**src/rtl/buzzer_arbiter.sv**
```systemverilog
// Three-requester priority arbiter driving a single square-wave buzzer output.
// Optional BUZZER_ARBITER_SIREN_EN replaces requester 2's divider with an internal sweep.
module buzzer_arbiter #(
  parameter int unsigned MIN_HOLD = 2000000,
  parameter int unsigned GAP      = 16000
) (
  input  logic        CLK,
  input  logic        RST_N,
  input  logic [2:0]  REQ,
  input  logic [14:0] DIV0,
  input  logic [14:0] DIV1,
  input  logic [14:0] DIV2,
  output logic [2:0]  GNT,
  output logic        BUZZ,
  output logic        BUSY
);

  localparam int unsigned DIV_W  = 15;
  localparam int unsigned HOLD_W = (MIN_HOLD > 1) ? $clog2(MIN_HOLD) : 1;
  localparam int unsigned GAP_W  = (GAP > 1) ? $clog2(GAP) : 1;

  typedef enum logic [1:0] {
    S_IDLE = 2'd0,
    S_PLAY = 2'd1,
    S_GAP  = 2'd2
  } state_e;

  state_e             state_q, state_d;
  logic [1:0]         owner_q, owner_d;
  logic [HOLD_W-1:0]  hold_q, hold_d;
  logic [GAP_W-1:0]   gap_q, gap_d;
  logic [DIV_W-1:0]   tone_q, tone_d;
  logic [2:0]         gnt_q, gnt_d;
  logic               buzz_q, buzz_d;
  logic               busy_q, busy_d;

  logic [DIV_W-1:0]   div2_src;
  logic [1:0]         new_idx;
  logic [2:0]         new_oh;
  logic [DIV_W-1:0]   new_div;
  logic [2:0]         owner_oh;
  logic [DIV_W-1:0]   live_div;
  logic               owner_req;
  logic [2:0]         others;
  logic [2:0]         higher;
  logic               hold_sat;

`ifdef BUZZER_ARBITER_SIREN_EN
  // Free-running sweep gives requester 2 a rising/falling siren pitch.
  logic [21:0] sweep_q, sweep_d;
  logic [6:0]  ramp;
  logic        unused_div2;

  always_comb sweep_d = sweep_q + 22'd1;

  always_ff @(posedge CLK or negedge RST_N) begin
    if (!RST_N) sweep_q <= '0;
    else        sweep_q <= sweep_d;
  end

  assign ramp        = sweep_q[21] ? sweep_q[20:14] : ~sweep_q[20:14];
  assign div2_src    = {3'b001, ramp, 5'b00000};
  assign unused_div2 = ^DIV2;
`else
  assign div2_src = DIV2;
`endif

  function automatic logic [2:0] to_onehot(input logic [1:0] idx);
    case (idx)
      2'd0:    to_onehot = 3'b001;
      2'd1:    to_onehot = 3'b010;
      default: to_onehot = 3'b100;
    endcase
  endfunction

  function automatic logic [14:0] div_sel(input logic [1:0] idx, input logic [14:0] d0,
                                          input logic [14:0] d1, input logic [14:0] d2);
    case (idx)
      2'd0:    div_sel = d0;
      2'd1:    div_sel = d1;
      default: div_sel = d2;
    endcase
  endfunction

  // Priority pick and owner-relative request views.
  always_comb begin
    if (REQ[0])      new_idx = 2'd0;
    else if (REQ[1]) new_idx = 2'd1;
    else             new_idx = 2'd2;
    new_oh    = to_onehot(new_idx);
    new_div   = div_sel(new_idx, DIV0, DIV1, div2_src);
    owner_oh  = to_onehot(owner_q);
    live_div  = div_sel(owner_q, DIV0, DIV1, div2_src);
    owner_req = |(REQ & owner_oh);
    others    = REQ & ~owner_oh;
    higher    = REQ & 3'(owner_oh - 3'd1);
    hold_sat  = (hold_q >= HOLD_W'(MIN_HOLD - 1));
  end

  always_comb begin
    state_d = state_q;
    owner_d = owner_q;
    hold_d  = hold_q;
    gap_d   = gap_q;
    tone_d  = tone_q;
    gnt_d   = 3'b000;
    buzz_d  = 1'b0;
    case (state_q)
      S_IDLE: begin
        if (|REQ) begin
          state_d = S_PLAY;
          owner_d = new_idx;
          hold_d  = '0;
          tone_d  = new_div;
          gnt_d   = new_oh;
        end
      end
      S_PLAY: begin
        if (!owner_req || ((|higher) && hold_sat)) begin
          state_d = (!owner_req && !(|others)) ? S_IDLE : S_GAP;
          gap_d   = '0;
          hold_d  = '0;
          tone_d  = '0;
        end else begin
          gnt_d = gnt_q;
          if (!hold_sat) hold_d = hold_q + HOLD_W'(1);
          // Divider is sampled live only at reload so mid-tone changes never restart the count.
          if (tone_q == '0) begin
            tone_d = live_div;
            buzz_d = (live_div == '0) ? 1'b0 : ~buzz_q;
          end else begin
            tone_d = tone_q - DIV_W'(1);
            buzz_d = buzz_q;
          end
        end
      end
      S_GAP: begin
        if (gap_q == GAP_W'(GAP - 1)) begin
          gap_d = '0;
          if (|REQ) begin
            state_d = S_PLAY;
            owner_d = new_idx;
            hold_d  = '0;
            tone_d  = new_div;
            gnt_d   = new_oh;
          end else begin
            state_d = S_IDLE;
          end
        end else begin
          gap_d = gap_q + GAP_W'(1);
        end
      end
      default: state_d = S_IDLE;
    endcase
    busy_d = (state_d != S_IDLE);
  end

  always_ff @(posedge CLK or negedge RST_N) begin
    if (!RST_N) begin
      state_q <= S_IDLE;
      owner_q <= 2'd0;
      hold_q  <= '0;
      gap_q   <= '0;
      tone_q  <= '0;
      gnt_q   <= 3'b000;
      buzz_q  <= 1'b0;
      busy_q  <= 1'b0;
    end else begin
      state_q <= state_d;
      owner_q <= owner_d;
      hold_q  <= hold_d;
      gap_q   <= gap_d;
      tone_q  <= tone_d;
      gnt_q   <= gnt_d;
      buzz_q  <= buzz_d;
      busy_q  <= busy_d;
    end
  end

  assign GNT  = gnt_q;
  assign BUZZ = buzz_q;
  assign BUSY = busy_q;

endmodule
```
**config.mk**
```make
export PLATFORM = sky130hd
export DESIGN_NAME = buzzer_arbiter
export DESIGN_NICKNAME = d
export VERILOG_FILES = /design/src/rtl/buzzer_arbiter.sv
export SDC_FILE = /design/constraint.sdc
export NUM_CORES = 1
export LEC_CHECK = 0
export CORE_MARGIN = 2
export CORE_UTILIZATION = 45
export CTS_CLUSTER_DIAMETER = 150
export DETAILED_ROUTE_END_ITERATION = 7
export GPL_TIMING_DRIVEN = 0
export PLACE_DENSITY = 0.75
export SYNTH_ARGS = -nofsm -noshare
export SYNTH_HDL_FRONTEND = slang
export SYNTH_SLANG_ARGS = --single-unit
```
**constraint.sdc**
```tcl
create_clock -name CLK -period 2.7 [get_ports CLK]
set_input_delay 0.27 -clock CLK [delete_from_list [all_inputs] [get_ports CLK]]
set_output_delay 0.27 -clock CLK [all_outputs]
set_load 0.02 [all_outputs]
```
==> flow_metrics.tcl, run 1 <==
set metrics [dict create \
    status "finished, final reports clean" \
    die_area_um2 10500 \
    grt_start_max_net_pins 31 \
    yosysWarnings 0 \
    yosys_register_bits 59 \
    core_um2 9590 \
    gp_congestion 0.963 \
    fp-row-count 36 \
    yosys-top-cells-area "dfrtp_1 (34%), mux2i_1 (8.9%), nand2_1 (6.2%), o21ai_0 (5.3%), a21oi_1 (3.7%)" \
    drv_slew 0 \
    setup_viol 0 \
    cp-end-kind "flip-flop" \
    p_per_area_nw_per_um2 864 \
    syn_inst 535 \
    vias 4526 \
    cts_sinks 59 \
    worst_slew_pin_slew_ns 0.941 \
    syn_area_um2 4380 \
    min_path_type "in2async" \
    multi_input_area_um2 2750 \
    syn_nets 590 \
    timing.final.crit_share_pct 97.6 \
    areaGrowthSynthToFinish_pct 23.0 \
    fin_nets 657 \
    die_y_um 103 \
    die_w_um 103 \
    synth_cell_types 66 \
    worstSetupPathType "reg2reg" \
    grt_first_pass_wirelength_um 21200 \
    area.sequential_um2 1480 \
    initial_core_util_pct 45.7 \
    required_ns 2.99 \
    io_pins 55 \
    drt-initial-drc-count 485 \
    peakVddDrop_v 0.000393 \
    detailed_place_hpwl_um 9740 \
    whs_ns 0.496 \
    pre_cts_slack_ns -0.661 \
    synthFlopType "dfrtp_1" \
    avgRoutedWirePerCell_um 17.8 \
    drt_wl_total_um 13100 \
    viasPerCell 6.12 \
    slew_headroom_pct 36.7 \
    cp_data_arrival_time_ns 2.92 \
    io_buffers 53 \
    synth_edf_count 0 \
    start_kind "flip-flop" \
    power.leakage_nw 2.29 \
    drt_pass1_iterations 6 \
    fin_crit_ns 2.64 \
    finalHoldViolCount 0 \
    cts_made_buffers 9 \
    cts_root_buf "clkbuf_8" \
    clockBufferDepth 2 \
    grt.total_usage_pct 25.7 \
    syn_area_per_cell_um2 8.19 \
    crit_fanout 10 \
    fin_worst_skew_ns 0.00717 \
    insertion_delay_ns 0.35 \
    rsz0062_at_grt "yes" \
    layout_commonest_cell "nand2_1" \
    final_layout_size_suffix_gt1_share_pct 9.90 \
    drc 0 \
    drv_cap 0 \
    clkTransAtPathRegs_ns 0.07 \
    final_antenna_net_count 0 \
    synth_seq_area_share_pct 33.7 \
    grt_overflow_total 0 \
    htree_levels 3 \
    synth_top_area_share_pct 33.7 \
    antenna_found_initial 0 \
    antenna_cells 0 \
    fmax_mhz 379 \
    cts_tree "yes" \
    setup_ws_ns 0.0645 \
    tns_ns 0 \
    synth_largest_area_cell "dfrtp_1" \
    first_global_vias 4422 \
    fillCellCount 894 \
    async_flop_share_pct 100 \
    final_cell_mix "nand2_1 (71), dfrtp_1 (59), clkdlybuf4s50_1 (52)" \
]
## kinds of logic after synthesis
| kind of cell | count (synthesis) | share of synthesized area (%) |
|---|---|---|
| and+or+nand+nor | 227 | 26.0 |
| AOI/OAI and AO/OA | 144 | 21.6 |
| DFF | 59 | 33.7 |
| buffers and inverters | 42 | 4.46 |
| muxes | 41 | 9.43 |
| xor gates and xnor gates | 17 | 3.40 |
| adders and majority gates | 5 | 1.43 |
## path summary, 6_finish.rpt
path	cells past startpoint	slack (ns)	start	to
max in group asynchronous	3	1.58	RST_N	hold_q[17]$_DFFE_PN0P_
worst min register to register	1	0.50	GNT[2]$_DFFE_PN0P_	GNT[2]$_DFFE_PN0P_
worst min-delay path	2	0.50	RST_N	GNT[0]$_DFFE_PN0P_
worst max-delay path	10	0.06	owner_q[0]$_DFFE_PN0P_	GNT[0]$_DFFE_PN0P_
min in group CLK	1	0.50	GNT[2]$_DFFE_PN0P_	GNT[2]$_DFFE_PN0P_
worst max register to register	10	0.06	owner_q[0]$_DFFE_PN0P_	GNT[0]$_DFFE_PN0P_
## synthesized netlist by cell type (3+ instances only)
library cell  instances
xnor2_1               4
a22o_1                5
o21ai_0              46
or4_1                 3
inv_1                10
nor2_1               41
clkbuf_1             19
buf_1                 3
nor4_1               10
mux2i_1              39
o2111ai_1             7
a2bb2oi_1             3
buf_4                 5
or2_2                 3
nand2_1              72
ha_1                  5
o21a_1                3
xor2_1               13
and2_1                3
nor3_1               16
and3_1               13
a21o_1                6
a21oi_1              32
dfrtp_1              59
or3_1                 7
nand3_1              23
a31oi_1               9
nand4_1              15
a211o_1               8
nand2b_1              5
## metal layers
layer  track usage, %  part of all wire, %  up-vias
li1                 -                    -     2109
met1             33.5                   43     2196
met2             42.6                   48      193
met3             4.54                  6.8       28
met4             9.95                  2.1        0
met5                0                    0        -
## cell type report
cell class | instances | share of cell area [%]
plain buffers | 30 | 3.32
clock buffers | 11 | 2.81
clock inverters | 4 | 0.929
inverters | 10 | 0.697
multi-input cells | 434 | 51.0
flip-flops and latches | 59 | 27.4
well taps | 133 | 3.09
repair buffers | 58 | 10.7
## worst max-delay path, stage by stage, from the launching register on
cell      delay (ns)
dfrtp_1         0.41
buf_6           0.17
or2_2           0.33
ha_1            0.24
xor2_1          0.16
a222oi_1        0.31
buf_4           0.21
buf_4           0.11
a21oi_2         0.07
nor2_2          0.34
a22o_1          0.20
## report_power, final
group	switching (mW)	internal, mW
logic	1.50	0.958
clock network	0.375	0.469
registers	0.263	1.09
total	2.13	2.52
## what timing repair did
item | CTS | global route
hold buffers | 1 | 0
endpoints found under the hold margin | 29 | 0
setup endpoints to repair | 56 | 28
pin swaps | 1 | 1
resized for setup | 12 | 13
buffers inserted | 3 | 0
cloned | 0 | 0
## metrics by stage
stage	std cells	power, mW	utilization [%]	cell area, µm²
after floorplan	535	2.86	-	4390
after global placement	721	3.52	53.0	5080
after detailed placement	722	3.60	53.1	5100
after CTS	739	4.54	55.7	5340
after global routing	739	4.94	56.2	5390
final	739	4.66	56.2	5390
## sequential cells by signal (all words and copies together) (netlist names)
register	flops
GNT	3
state_q	2
BUZZ	1
owner_q	2
BUSY	1
tone_q	15
hold_q	21
gap_q	14
No activity file was read; power rests on OpenSTA's default activity.
==> run 2, diff against run 1 <==
HOLD_SLACK_MARGIN = 0.15   (was not set)
==> results of run 2 <==
Final layout, timing and power as in run 1 (identical DEF).
